[src/rtl/emu_dec_gen.sv]
// emu_dec_gen: decimation strobe generator emitting one capture strobe every thr+1 enabled emu_clk cycles
module emu_dec_gen #(
   parameter int dec_bits = 1,
   parameter int smp_bits = 32
) (
   input  logic                emu_clk,
   input  logic                emu_rst_n,
   input  logic                emu_en,
   input  logic [dec_bits-1:0] emu_dec_thr,
   output logic                emu_dec_cmp,
   output logic [dec_bits-1:0] emu_dec_cnt,
   output logic [dec_bits-1:0] emu_dec_thr_act,
   output logic [smp_bits-1:0] emu_smp_cnt,
   output logic                emu_smp_sat
);
   typedef enum logic {IDLE, RUN} state_t;
   state_t              state_q, state_d;
   logic                cmp_q, cmp_d, sat_q, sat_d;
   logic [dec_bits-1:0] cnt_q, cnt_d, thr_q, thr_d;
   logic [smp_bits-1:0] smp_q, smp_d;
   logic                wrap;
   assign wrap = state_q == RUN && emu_en && cnt_q == thr_q;
   always_comb begin
      state_d = emu_en ? RUN : state_q;
      cmp_d   = wrap;
      cnt_d   = !emu_en ? cnt_q : (state_q == IDLE || wrap) ? '0 : cnt_q + 1'b1;
      thr_d   = (emu_en && (state_q == IDLE || wrap)) ? emu_dec_thr : thr_q;
      smp_d   = (wrap && !(&smp_q)) ? smp_q + 1'b1 : smp_q;
      sat_d   = &smp_d;
   end
   always_ff @(posedge emu_clk or negedge emu_rst_n) begin
      if (!emu_rst_n) begin
         state_q <= IDLE;
         cmp_q   <= 1'b0;
         cnt_q   <= '0;
         thr_q   <= '0;
         smp_q   <= '0;
         sat_q   <= 1'b0;
      end else begin
         state_q <= state_d;
         cmp_q   <= cmp_d;
         cnt_q   <= cnt_d;
         thr_q   <= thr_d;
         smp_q   <= smp_d;
         sat_q   <= sat_d;
      end
   end
   assign emu_dec_cmp     = cmp_q;
   assign emu_dec_cnt     = cnt_q;
   assign emu_dec_thr_act = thr_q;
   assign emu_smp_cnt     = smp_q;
   assign emu_smp_sat     = sat_q;
endmodule
[config.mk]
export PLATFORM = sky130hd
export DESIGN_NAME = emu_dec_gen
export DESIGN_NICKNAME = d
export VERILOG_FILES = /design/src/rtl/emu_dec_gen.sv
export SDC_FILE = /design/constraint.sdc
export NUM_CORES = 1
export LEC_CHECK = 0
export ABC_CLOCK_PERIOD_IN_PS = 2700
export CAP_MARGIN = 20
export CORE_UTILIZATION = 46
export DETAILED_ROUTE_END_ITERATION = 12
export PLACE_DENSITY_LB_ADDON = 0.2
export SYNTH_ARGS = -nofsm -noshare
export SYNTH_HDL_FRONTEND = slang
export SYNTH_SLANG_ARGS = --single-unit
export TNS_END_PERCENT = 100
[constraint.sdc]
create_clock -name emu_clk -period 2.7 [get_ports emu_clk]
set_input_delay 0.27 -clock emu_clk [delete_from_list [all_inputs] [get_ports emu_clk]]
set_output_delay 0.27 -clock emu_clk [all_outputs]
set_load 0.05 [all_outputs]
==> results.py, run 1 <==
metrics = {
    "run_status": {
        "outcome": "finished, final reports clean",
    },
    "pwr": {
        "ir_drop_mv": 0.594,
        "combPwrFrac": 0.429,
        "p_leak_nw": 1.22,
        "power_switching_w": 0.000746,
        "power_density_nw_per_um2": 654,
        "p_int_w": 0.00113,
        "total_power_w": 0.00188,
        "swShare": 0.397,
        "seqPwrFrac": 0.369,
        "clkPwrFrac": 0.201,
    },
    "die": {
        "coreArea_um2": 4140,
        "io_pins": 40,
        "fp.dieH_um": 68.7,
        "die_width_um": 68.7,
        "core.rowCount": 23,
        "start_util": 0.494,
        "die-area_um2": 4720,
    },
    "flow_run": {
        "drv_cap": 0,
    },
    "synth": {
        "ys.flop_type": "dfrtp_1",
        "synth_edf_count": 0,
        "synth-seq-cells": 37,
        "synth_common_cells": "37 x dfrtp_1, 19 x nand2_1, 15 x nand4_1, 15 x nor2_1, 14 x xor2_1",
        "syn_inst": 211,
        "synth.distinct_cells": 45,
        "yosys_warnings": 0,
        "synth_top_area_cell": "dfrtp_1",
        "avgSynthCellArea_um2": 9.70,
        "async_flop_share": 1.00,
        "syn_area_um2": 2050,
        "synth.area.top_cells": "dfrtp_1 45%, xor2_1 6.0%, xnor2_1 5.1%",
        "seq_area_frac_synth": 0.452,
        "yosysMostFrequentCell": "dfrtp_1",
        "syn_nets": 216,
        "yosysTopAreaCellShare": 0.452,
    },
    "setup_path": {
        "criticalPathCategory": "reg2reg",
        "cpLargestDelayFamily": "simple AND/OR/NAND/NOR gates",
        "required_ps": 2900,
        "crit_fanout": 6,
        "end_kind": "flop",
        "worstSetupStartpointType": "flop",
        "critPathArrivalTime_ps": 2800,
        "crit_path_cell_trace": "xor2_2 > or4_1 > or3_1 > or3_4 > a221oi_2 > nand4_1 > nor4_2",
        "slowest_delay_ps": 550,
        "path_buf_inv": 0,
        "cp_slowest_cell": "or4_1",
    },
    "cts": {
        "cts_root_buf": "clkbuf_8",
        "numCtsBuffers": 5,
        "cts.sinks": 37,
        "tritoncts": "done",
        "ctsHoldBuffers": 0,
        "clk_path_buf_depth": 2,
        "clk_latency_ps": 300,
        "clkTransAtPathRegs_ps": 80,
        "htreeDepth": 2,
    },
    "worst_hold_path": {
        "min_path_type": "in2async",
    },
    "place": {
        "portBuffers": 39,
        "place_hpwl_um": 4180,
        "gp_congestion": 0.948,
    },
    "global_route": {
        "busiest_layer": "met2",
        "grt_max_degree": 38,
        "antenna_found_initial": 0,
        "grtUsageMet3": 0.0609,
        "grt_pass1_vias": 1871,
        "met2_usage": 0.414,
        "grt_overflow_total": 0,
        "grtUsageMet1": 0.357,
        "grt_usage": 0.267,
        "grt_pass1_wl_um": 8890,
    },
    "drt": {
        "first_iter_violations": 186,
        "postRouteAntennaNets": 0,
        "vias": 1952,
        "routed_wl_um": 5570,
        "drc": 0,
        "wire_per_inst_um": 16.6,
        "vias_per_cell": 5.83,
        "dr.pass1.iters": 4,
    },
    "timing": {
        "period_needed_ps": 2610,
        "hold_violations": 0,
        "skew_ps": 9.25,
        "setup_viol": 0,
        "max_freq_mhz": 383,
        "max_slew.worst_pin.slew_ps": 816,
        "slew_violations": 0,
        "relSlewSlack": 0.456,
        "min_period_over_period": 0.966,
        "holdWs_ps": 68.5,
    },
    "final_layout": {
        "seqCellArea_um2": 938,
        "multi_input_area_um2": 1110,
        "fin_nets": 289,
        "final_layout_size_suffix_gt1_frac": 0.246,
        "area_delta_synth_final_pct": 40.3,
        "diodes": 0,
        "fill_cells": 344,
    },
}
-- per-stage QoR --
stage	util	TNS (ps)	cell area (um^2)	setup slack [ps]	instances
2_1_floorplan	-	-7.26	2080	-7.26	211
3_3_place_gp	0.663	-11.1	2750	-11.1	326
3_5_place_dp	0.663	-159	2750	-159	326
4_1_cts	0.684	0	2830	60.0	334
5_1_grt	0.693	-21.4	2870	-21.4	335
6_report	0.693	0	2870	90.6	335
-- cells by family (layout without fill, tap and decap cells) --
kind of cell | count (synthesis) | in the layout | synth area share
and+or+nand+nor | 103 | 103 | 0.285
adders and majority gates | 1 | 1 | 0.00611
buffers and inverters | 15 | 89 | 0.0330
muxes | 4 | 4 | 0.0214
xor gates and xnor gates | 26 | 26 | 0.111
AOI/OAI and AO/OA | 25 | 25 | 0.0911
DFF | 37 | 37 | 0.452
-- final cells by class --
type,count,share of cell area
timing repair buffer,75,0.228
multi-input combinational,159,0.386
tap,50,0.0218
inverter,6,0.00784
clock inverter,2,0.00349
sequential,37,0.327
clock buffer,6,0.0253
-- state kept, by name, indices dropped and copies added (netlist names) --
signal,cells
emu_smp_cnt,32
emu_dec_cmp,1
emu_dec_cnt,1
emu_dec_thr_act,1
emu_smp_sat,1
state_q,1
-- cells in the final DEF (no fill, tap or decap), drive strengths merged, types with 5 or more instances in the layout --
master          n
and4            5
nor4            6
and3            5
dfrtp          37
xnor2          12
nand2          19
nor3            9
clkbuf          6
xor2           14
nor2           15
nand4          16
nand3          10
buf            37
inv             6
clkdlybuf4s50  38
-- power by group through the flow --
stage,combinational [W],clock (W),sequential (W)
3_3_place_gp,0.000764,0,0.000702
5_1_grt,0.000867,0.000410,0.000702
3_5_place_dp,0.000781,0,0.000706
4_1_cts,0.000782,0.000385,0.000697
6_report,0.000806,0.000378,0.000694
2_1_floorplan,0.000255,0,0.000940
-- path summary, 6_finish.rpt --
kind                       slack [ps]  depth (start not counted)       startpoint        endpoint
setup / recovery                   90                          7  emu_dec_thr_act     emu_smp_sat
hold / removal                     70                          1        emu_rst_n  emu_smp_cnt[9]
setup reg to reg                   90                          7  emu_dec_thr_act     emu_smp_sat
hold reg to reg                   530                          2          state_q         state_q
max in group asynchronous        2070                          1        emu_rst_n  emu_smp_cnt[8]
min in group emu_clk              530                          2          state_q         state_q
-- layer usage --
layer  routed length [um]  vias to the layer above
met5                    0                        -
met4                  100                        0
met3                  297                       11
met2                 2660                       80
met1                 2510                      932
li1                     -                      929
-- what timing repair did --
| action | 4_1_cts | 5_1_grt |
|---|---|---|
| endpoints found under the setup margin | 1 | 1 |
| gates resized for setup | 1 | 5 |
| buffers inserted | 0 | 1 |
| pin swaps | 0 | 1 |
-- worst reg2reg max path: stages (launching register included) --
cell and delay (ps):
dfrtp_2 430, xor2_2 210, or4_1 550, or3_1 400, or3_4 340, a221oi_2 250
nand4_1 170, nor4_2 180
Note: power is estimated with default switching activity, not from simulation.
==> inputs of run 2 (changes only) <==
CAP_MARGIN = default   (was 20)
PLACE_DENSITY = 0.75   (was default)
PLACE_DENSITY_LB_ADDON = default   (was 0.2)
==> run 2 against run 1 <==
Sequential power up 8.2%; via count is 1.9% lower; sequential share of layout area up 1.3 points; hold slack improved by 8.5 ps; non-clock buffer count shrank 12; critical endpoint unchanged; sequential cell count unchanged; cell count fell by 3.9%; setup slack better by 53 ps; die area did not move; wire length down 3.3%.
==> results.py, run 2 (synthesis results as in run 1) <==
metrics = {
    "die": {
        "core.rowCount": 23,
        "start_util": 0.494,
        "io_pins": 40,
        "die_width_um": 68.7,
        "die-area_um2": 4720,
        "fp.dieH_um": 68.7,
        "coreArea_um2": 4140,
    },
    "timing": {
        "skew_ps": 9.27,
        "hold_violations": 0,
        "setup_slack_ps": 143,
        "relSlewSlack": 0.445,
        "max_slew.worst_pin.slew_ps": 832,
        "slew_violations": 0,
        "setup_viol": 0,
        "tns_ps": 0,
        "period_needed_ps": 2560,
        "min_period_over_period": 0.947,
        "max_freq_mhz": 391,
    },
    "setup_path": {
        "critPathArrivalTime_ps": 2760,
        "path_buf_inv": 0,
        "slowest_delay_ps": 550,
        "criticalPathCategory": "reg2reg",
        "required_ps": 2900,
        "crit_path_cell_trace": "xor2_1 > or4_4 > or3_1 > or3_4 > a221oi_2 > nand4_1 > nor4_2",
        "cp_slowest_cell": "or4_4",
        "end_kind": "flop",
        "crit_fanout": 6,
        "worstSetupStartpointType": "flop",
        "reg2reg_slack_ps": 140,
        "cpLargestDelayFamily": "simple AND/OR/NAND/NOR gates",
    },
    "cts": {
        "numCtsBuffers": 5,
        "htreeDepth": 2,
        "cts.sinks": 37,
        "tritoncts": "done",
        "clkTransAtPathRegs_ps": 80,
        "cts_root_buf": "clkbuf_8",
        "clk_latency_ps": 290,
        "ctsHoldBuffers": 0,
        "clk_path_buf_depth": 2,
    },
    "drt": {
        "first_iter_violations": 146,
        "routed_wl_um": 5380,
        "vias_per_cell": 5.95,
        "dr.pass1.iters": 4,
        "vias": 1915,
        "postRouteAntennaNets": 0,
        "drc": 0,
        "wire_per_inst_um": 16.7,
    },
    "global_route": {
        "grt_pass1_wl_um": 8610,
        "grt_usage": 0.255,
        "antenna_found_initial": 0,
        "grt_pass1_vias": 1731,
        "grt_max_degree": 38,
        "grt_overflow_total": 0,
    },
    "final_layout": {
        "diodes": 0,
        "final_layout_size_suffix_gt1_frac": 0.206,
        "area_delta_synth_final_pct": 35.0,
        "largest_reg_flops": 32,
        "mostFrequentLayoutCell": "clkdlybuf4s50_1",
        "most-common-layout-cells": "38 x clkdlybuf4s50_1, 27 x dfrtp_1, 24 x buf_4",
        "fill_cells": 363,
        "fin_nets": 277,
    },
    "place": {
        "place_hpwl_um": 3900,
        "portBuffers": 39,
        "gp_congestion": 0.900,
        "post-place-ws_ps": -72.4,
    },
    "worst_hold_path": {
        "min_path_type": "in2async",
    },
    "pwr": {
        "power_density_nw_per_um2": 658,
        "p_leak_nw": 1.15,
        "ir_drop_mv": 0.643,
    },
    "run_status": {
        "outcome": "finished, final reports clean",
    },
    "flow_run": {
        "drv_cap": 0,
    },
}
==> run 2: worst reg2reg max path, cell delays in order (launching register included) <==
cell	delay, ps
dfrtp_2	430
xor2_1	230
or4_4	550
or3_1	400
or3_4	340
a221oi_2	230
nand4_1	140
nor4_2	150
==> run 2: routing by layer <==
layer,GRT usage,vias to the layer above,part of all wire
li1,-,899,-
met1,0.369,951,0.48
met2,0.386,56,0.46
met3,0.0395,9,0.047
met4,0.0867,0,0.014
met5,0,-,0
==> run 2: power by group <==
group          internal, W  total [W]  switching, W
combinational     0.000266   0.000671      0.000405
sequential        0.000629   0.000751      0.000122
clock             0.000203   0.000395      0.000193
total              0.00110    0.00182      0.000719
==> run 2: layout make-up <==
cell class	count	area (um^2)	area share
multi-input combinational	159	1090	0.394
sequential	37	938	0.340
timing repair buffer	63	566	0.205
clock buffer	7	86.3	0.0312
tap	50	62.6	0.0226
inverter	6	22.5	0.00815
==> run 2: metrics by stage <==
stage	utilization	area (um^2)	std cells	hold slack, ps	total power, W
2_1_floorplan	-	2080	211	-25.6	0.00120
3_5_place_dp	0.639	2650	313	424	0.00141
3_3_place_gp	0.639	2650	313	415	0.00139
4_1_cts	0.660	2740	320	109	0.00180
6_report	0.667	2760	322	77.0	0.00182
5_1_grt	0.667	2760	322	150	0.00191
==> run 2: path summary, 6_finish.rpt <==
kind                                 start              end  cells after the start
max                        emu_dec_thr_act      emu_smp_sat                      7
min                              emu_rst_n  emu_smp_cnt[29]                      1
max reg2reg                emu_dec_thr_act      emu_smp_sat                      7
min reg2reg                    emu_dec_cnt      emu_dec_cnt                      1
max in group asynchronous        emu_rst_n      emu_dec_cnt                      1
min in group emu_clk           emu_dec_cnt      emu_dec_cnt                      1
==> run 2: repair_timing <==
item / 4_1_cts / 5_1_grt
setup buffers: 0 / 2
gates resized for setup: 0 / 4
setup endpoints to repair: 0 / 1
==> inputs of run 3 (changes only) <==
--- a/config.mk
+++ b/config.mk
@@ -8,4 +8,5 @@
 export ABC_CLOCK_PERIOD_IN_PS = 2700
 export CORE_UTILIZATION = 46
+export CTS_CLUSTER_DIAMETER = 100
 export DETAILED_ROUTE_END_ITERATION = 12
 export PLACE_DENSITY = 0.75
==> constraint.sdc (replaced) <==
create_clock -name emu_clk -period 2.7 [get_ports emu_clk]
set_input_delay 0.27 -clock emu_clk [delete_from_list [all_inputs] [get_ports emu_clk]]
set_output_delay 0.27 -clock emu_clk [all_outputs]
set_load 0.005 [all_outputs]
==> run 3 against run 2 <==
Global-route usage grew 1.1 points; wire length rose by 4.8%; utilization rose by 2.4 points; cell count rose by 4.7%; critical path depth grew 2; cell area grew 3.7%; via count grew 1.6%; sequential power down 10%; hold slack improved by 1.9 ps.
==> results.py, run 3 (synthesis results as in run 1) <==
metrics = {
    "final_layout": {
        "utilization": 0.691,
        "largest_reg_flops": 32,
        "final_layout_size_suffix_gt1_frac": 0.206,
        "diodes": 0,
        "area_delta_synth_final_pct": 40.0,
        "fill_cells": 346,
        "most-common-layout-cells": "38 x clkdlybuf4s50_1, 38 x buf_4, 37 x dfrtp_1",
        "fin_nets": 292,
        "final_area_um2": 2870,
        "final_cells": 337,
    },
    "drt": {
        "vias": 1945,
        "wire_per_inst_um": 16.7,
        "first_iter_violations": 204,
        "postRouteAntennaNets": 0,
        "drc": 0,
        "routed_wl_um": 5640,
        "vias_per_cell": 5.77,
        "dr.pass1.iters": 4,
    },
    "cts": {
        "cts.sinks": 37,
        "tritoncts": "done",
        "postCtsSetupBuffers": 0,
        "cts_root_buf": "clkbuf_8",
        "clkTransAtPathRegs_ps": 70,
        "htreeDepth": 2,
        "numCtsBuffers": 5,
        "clk_latency_ps": 290,
        "clk_path_buf_depth": 2,
    },
    "setup_path": {
        "worstSetupStartpointType": "flop",
        "required_ps": 2900,
        "reg2reg_slack_ps": 100,
        "end_kind": "flop",
        "criticalPathCategory": "reg2reg",
        "critPathArrivalTime_ps": 2800,
        "crit_fanout": 4,
    },
    "place": {
        "post-place-ws_ps": -108,
        "gp_congestion": 0.946,
        "placedInstanceArea_um2": 2760,
        "portBuffers": 39,
        "dp.cells": 330,
        "place_hpwl_um": 4190,
    },
    "global_route": {
        "grt_pass1_wl_um": 9030,
        "grt_max_degree": 38,
        "grt_overflow_total": 0,
        "grt_usage": 0.266,
        "antenna_found_initial": 0,
        "grt_pass1_vias": 1849,
    },
    "timing": {
        "hold_violations": 0,
        "holdWs_ps": 78.9,
        "setup_viol": 0,
        "slew_violations": 0,
        "rsz0062_at_grt": "no",
        "max_freq_mhz": 385,
        "max_slew.worst_pin.slew_ps": 839,
        "min_period_over_period": 0.962,
        "setup_slack_ps": 102,
        "skew_ps": 5.33,
        "relSlewSlack": 0.441,
        "period_needed_ps": 2600,
    },
    "die": {
        "start_util": 0.494,
        "die_width_um": 68.7,
        "die-area_um2": 4720,
        "coreArea_um2": 4140,
        "core.rowCount": 23,
        "fp.dieH_um": 68.7,
        "io_pins": 40,
    },
    "flow_run": {
        "drv_cap": 0,
    },
    "pwr": {
        "power_density_nw_per_um2": 566,
        "ir_drop_mv": 0.529,
        "p_leak_nw": 1.25,
    },
    "worst_hold_path": {
        "min_path_type": "in2async",
    },
    "run_status": {
        "outcome": "finished, final reports clean",
    },
}
[run 3: worst max-delay path, cell delays in order, from the launching register on]
cell	delay, ps
dfrtp_1	390
ha_4	160
nand4_2	100
buf_4	160
or4_1	490
or3_1	380
or3_4	340
a221oi_2	230
nand4_1	120
nor4_2	150
[run 3: area by class of cell]
type	count	area, um^2	share of cell area
multi-input cells	159	1080	0.376
flip-flops and latches	37	926	0.323
repair buffers	78	691	0.241
clock buffers	7	86.3	0.0301
well taps	50	62.6	0.0218
inverters	6	22.5	0.00786
[run 3: metrics by stage]
stage,total power [W],TNS [ps]
2_1_floorplan,0.000938,0
3_3_place_gp,0.00120,-107
3_5_place_dp,0.00122,-108
4_1_cts,0.00161,0
5_1_grt,0.00172,0
6_report,0.00162,0
[run 3: per-layer routing]
metal / GRT usage / vias to the layer above / wire length, um
li1: - / 925 / -
met1: 0.367 / 925 / 2490
met2: 0.407 / 80 / 2660
met3: 0.0559 / 15 / 360
met4: 0.102 / 0 / 128
met5: 0 / - / 0
[run 3: final timing paths]
kind | from | to | cells after the start
max | emu_smp_cnt[1] | emu_smp_sat | 9
min | emu_rst_n | emu_smp_cnt[0] | 1
max reg2reg | emu_smp_cnt[1] | emu_smp_sat | 9
min reg2reg | emu_dec_cnt | emu_dec_cnt | 1
max in group asynchronous | emu_rst_n | emu_smp_cnt[13] | 1
min in group emu_clk | emu_dec_cnt | emu_dec_cnt | 1
[run 3: what timing repair did]
action / 4_1_cts / 5_1_grt
endpoints found under the hold margin: 0 / 0
hold buffers: 0 / 0
endpoints found under the setup margin: 0 / 1
resized for setup: 0 / 3
[run 3: report_power, final]
part	switching, W	internal [W]	total [W]
clock	0.000190	0.000203	0.000393
combinational	0.000253	0.000302	0.000554
sequential	0.0000556	0.000620	0.000676
total	0.000499	0.00112	0.00162
==> edit 1 (settings of run 1) <==
The parameter `smp_bits` goes from 32 to 40.
--- a/src/rtl/emu_dec_gen.sv
+++ b/src/rtl/emu_dec_gen.sv
@@ -1,7 +1,7 @@
 // emu_dec_gen: decimation strobe generator emitting one capture strobe every thr+1 enabled emu_clk cycles
 module emu_dec_gen #(
    parameter int dec_bits = 1,
-   parameter int smp_bits = 32
+   parameter int smp_bits = 40
 ) (
    input  logic                emu_clk,
    input  logic                emu_rst_n,
Interface: changed (resized emu_smp_cnt); port bits go from 40 to 48. No check against the original RTL was run, so the function may have changed too.
==> edit 1 against run 1 <==
  * The flow now finishes with violations (setup timing)
  * Synthesized area rose by 24%
  * Worst setup slack got worse by 160 ps
  * First-iteration DRC count increased by 72%
  * Sequential share of layout area is 3.3 points lower
  * Synthesized cell count grew 31%
  * Critical path depth up 2
  * Count of clock-buffer cells in the layout is the same
  * Combinational power decreased by 5.0%
  * Routed wire length grew 51%
  * Final area grew 35%
  * Power rose by 6.2%
  * Sequential cell count up 8
  * Non-clock buffer count rose by 65
==> edit 1: results (changes against run 1) <==
Post-Layout Cell Count - 485 (+45%)
FF-to-FF path depth - 9 (+2)
Non-CTS buffers - 140 (+87%)
leakage - 0.00177 µW (+45%)
Multi-input gate area - 1370 µm² (+24%)
n_taps - 70 (+40%)
first-pass GRT wire length - 13600 µm (+53%)
fillers - 423 (+23%)
initial DRC count - 319 (+72%)
Reg power frac - 41.0% (+4.1 points)
Post-Route M1 WL - 3610 µm (+44%)
Post-DP Area - 3760 µm² (+37%)
RePlAce Congestion - 0.921 (-2.9%)
Net Count, Synth - 281 (+30%)
P_int - 1230 µW (+8.4%)
sequential fraction of the synthesis area - 44.3% (-0.94 points)
Worst-Margin Slew - 532 ps (-284 ps)
status - finished with violations
met3 WL - 640 µm (+120%)
max FFs per register - 40 (+25%)
mux cell area share after synthesis - 0.394% (-1.7 points)
VDD IR max - 0.000541 V (-9.0%)
met2 Track Usage GR - 48.9% (+7.5 points)
Post-DP HPWL - 6560 µm (+57%)
fin nets - 419 (+45%)
Clock-cell share - 2.12% (-0.75 points)
adder-cell share of the synthesized area - 0.492% (-0.12 points)
failing checks - setup timing
first drt pass iteration count - 5 (+1)
FF/Latch Area - 1140 µm² (+22%)
number of buffers added for setup after CTS - 1 (+1)
CP max stage delay - 580 ps (+30 ps)
final setup fails - 1 (+1)
Synth top area share - 44.3% (-0.94 points)
layout cells sized above 1 - 31.3% (+6.8 points)
met1 usage - 40.6% (+4.9 points)
Switching Power - 766 µW (+2.7%)
setup total negative slack - -71.9 ps (-71.9 ps)
met3 usage - 4.55% (-1.5 points)
routed len/inst - 17.3 µm (+4.1%)
multi-input gates - 216 (+36%)
setup ws final - -71.9 ps (-162 ps)
top cells by count, synth - dfrtp_1 (45), nand3_1 (28), nand2_1 (22)
Clk pwr share - 20.6% (+0.5 points)
GRT Overall Usage - 30.2% (+3.5 points)
[edit 1: changes by cell type in the layout (fill, tap and decap cells not counted), moves of 6 or more]
cell,run 1,this run
buf_4,36,91
nand3_1,10,28
nor4_1,3,16
clkdlybuf4s50_1,38,46
or2_2,2,9
xor2_1,13,20
nor2_1,15,21
[edit 1: worst paths after layout]
kind,slack (ps),from,to
worst max register to register,-70,emu_smp_cnt[1]$_DFF_PN0_,emu_smp_sat$_DFF_PN0_
max in group asynchronous,1760,emu_rst_n,emu_smp_cnt[15]$_DFF_PN0_
worst max-delay path,-70,emu_smp_cnt[1]$_DFF_PN0_,emu_smp_sat$_DFF_PN0_
worst min register to register,540,emu_dec_cnt$_DFFE_PN0P_,emu_dec_cnt$_DFFE_PN0P_
min in group emu_clk,540,emu_dec_cnt$_DFFE_PN0P_,emu_dec_cnt$_DFFE_PN0P_
worst min-delay path,430,emu_rst_n,emu_smp_cnt[1]$_DFF_PN0_
==> edit 2 (config.mk and constraints of run 1) <==
Made on the original files. Register the output `emu_smp_cnt` once more, cleared by the reset; this adds one clock of latency there. The other outputs are not delayed to match.
--- a/src/rtl/emu_dec_gen.sv
+++ b/src/rtl/emu_dec_gen.sv
@@ -48,6 +48,12 @@
    assign emu_dec_cmp     = cmp_q;
    assign emu_dec_cnt     = cnt_q;
    assign emu_dec_thr_act = thr_q;
-   assign emu_smp_cnt     = smp_q;
+   always_ff @(posedge emu_clk or negedge emu_rst_n) begin
+      if (!emu_rst_n) begin
+         emu_smp_cnt <= '0;
+      end else begin
+         emu_smp_cnt <= smp_q;
+      end
+   end
    assign emu_smp_sat     = sat_q;
 endmodule
Check against the original RTL: not equivalent (Yosys sat finds a counterexample within 4 cycles, from zero or initial values and one cycle with emu_rst_n low).
==> edit 2 against run 1 <==
  * Power grew 48%
  * Synthesized cell count is 15% higher
  * Count of clock-buffer cells in the layout grew 4
  * Final area up 31%
  * Synthesized area rose by 39%
  * Non-clock buffer count is 3 lower
  * Sequential share of layout area is 13 points higher
  * Sequential cell count increased by 32
  * Clock power up 110%
  * Combinational power down 9.6%
  * Worst setup slack gained 26 ps
  * Routed wire length increased by 15%
  * Critical path type unchanged
==> edit 2: results (changes against run 1) <==
VDD IR max - 0.000723 V (+22%)
Min-Delay Path Class - flop to flop
routed len/inst - 16.2 µm (-2.4%)
Fin Hold WS - 411 ps (+342 ps)
post-cts gate resize count - 0 (-1)
layout cells sized above 1 - 20.0% (-4.6 points)
met1 usage - 29.8% (-5.9 points)
top cells by count, synth - dfrtp_1 (69), nand2_1 (19), nand4_1 (15), nor2_1 (15), xor2_1 (14)
Net Count, Synth - 248 (+15%)
Worst-Margin Slew - 521 ps (-295 ps)
Clk pwr share - 29.2% (+9.1 points)
CTS HTree Levels - 3 (+1)
post-DR vias/cell - 5.43 (-6.8%)
Post-Route M1 WL - 2920 µm (+16%)
met3 usage - 4.55% (-1.5 points)
met3 WL - 275 µm (-7.4%)
Post-DP HPWL - 4820 µm (+15%)
RePlAce Congestion - 0.846 (-11%)
status - complete, no violations
cts bufs inserted - 9 (+4)
internal reg-to-reg setup slack - 120 ps (+30 ps)
CP Data Arrival Time - 2830 ps (+30 ps)
skew final - 9.36 ps (+0.109 ps)
metal2 WL - 3130 µm (+17%)
initial DRC count - 84 (-55%)
CP max stage cell - or4_4
leakage - 0.00169 µW (+39%)
combinational power share - 26.2% (-17 points)
fillers - 499 (+45%)
fin nets - 322 (+11%)
Setup WS pre-CTS - -100 ps (+59.3 ps)
vias in the first global route - 2138 (+14%)
Syn. warnings - 0 (unchanged)
clk_lat worst skew - 350 ps (+50 ps)
GRT Overall Usage - 22.6% (-4.1 points)
Post-Place Cells - 380 (+17%)
sw frac - 33.1% (-6.7 points)
hold-fix buffers at CTS - 1 (+1)
P_int - 1860 µW (+65%)
via count - 2145 (+9.9%)
first-pass GRT wire length - 10600 µm (+19%)
number of buffers added for setup after CTS - 0 (unchanged)
Post-DP Area - 3540 µm² (+29%)
Fmax - 0.387 GHz (+1.0%)
-- edit 2: cell count changes in the layout (fill, tap and decap cells not counted), moves of 2 or more --
cell | before | now
dfrtp_2 | 10 | 2
dfrtp_1 | 27 | 67
clkinvlp_4 | 0 | 2
clkbuf_8 | 5 | 10
buf_4 | 36 | 31
-- edit 2: final cells by class --
type                    count  area (µm²)  share of cell area (%)
clock buffers              10         138                    3.65
clock inverters             4        50.0                    1.33
inverters                   6        22.5                   0.598
multi-input cells         159        1080                    28.8
flip-flops and latches     69        1730                    45.9
well taps                  75        93.8                    2.49
repair buffers             72         648                    17.2
-- edit 2: kinds of logic after synthesis --
group / share of synthesized area, %
fa+ha+maj: 0.439
simple gates: 20.5
mux: 1.54
buf+inv: 2.37
xor+xnor: 8.00
flops: 60.6
compound gates: 6.55
-- edit 2: worst reg2reg max path: cells and delay by family (launching register included) --
family                    cells  cell delay [ps]
xor gates and xnor gates      1              230
and+or+nand+nor               5             1570
DFF                           1              440
AOI/OAI and AO/OA             1              250
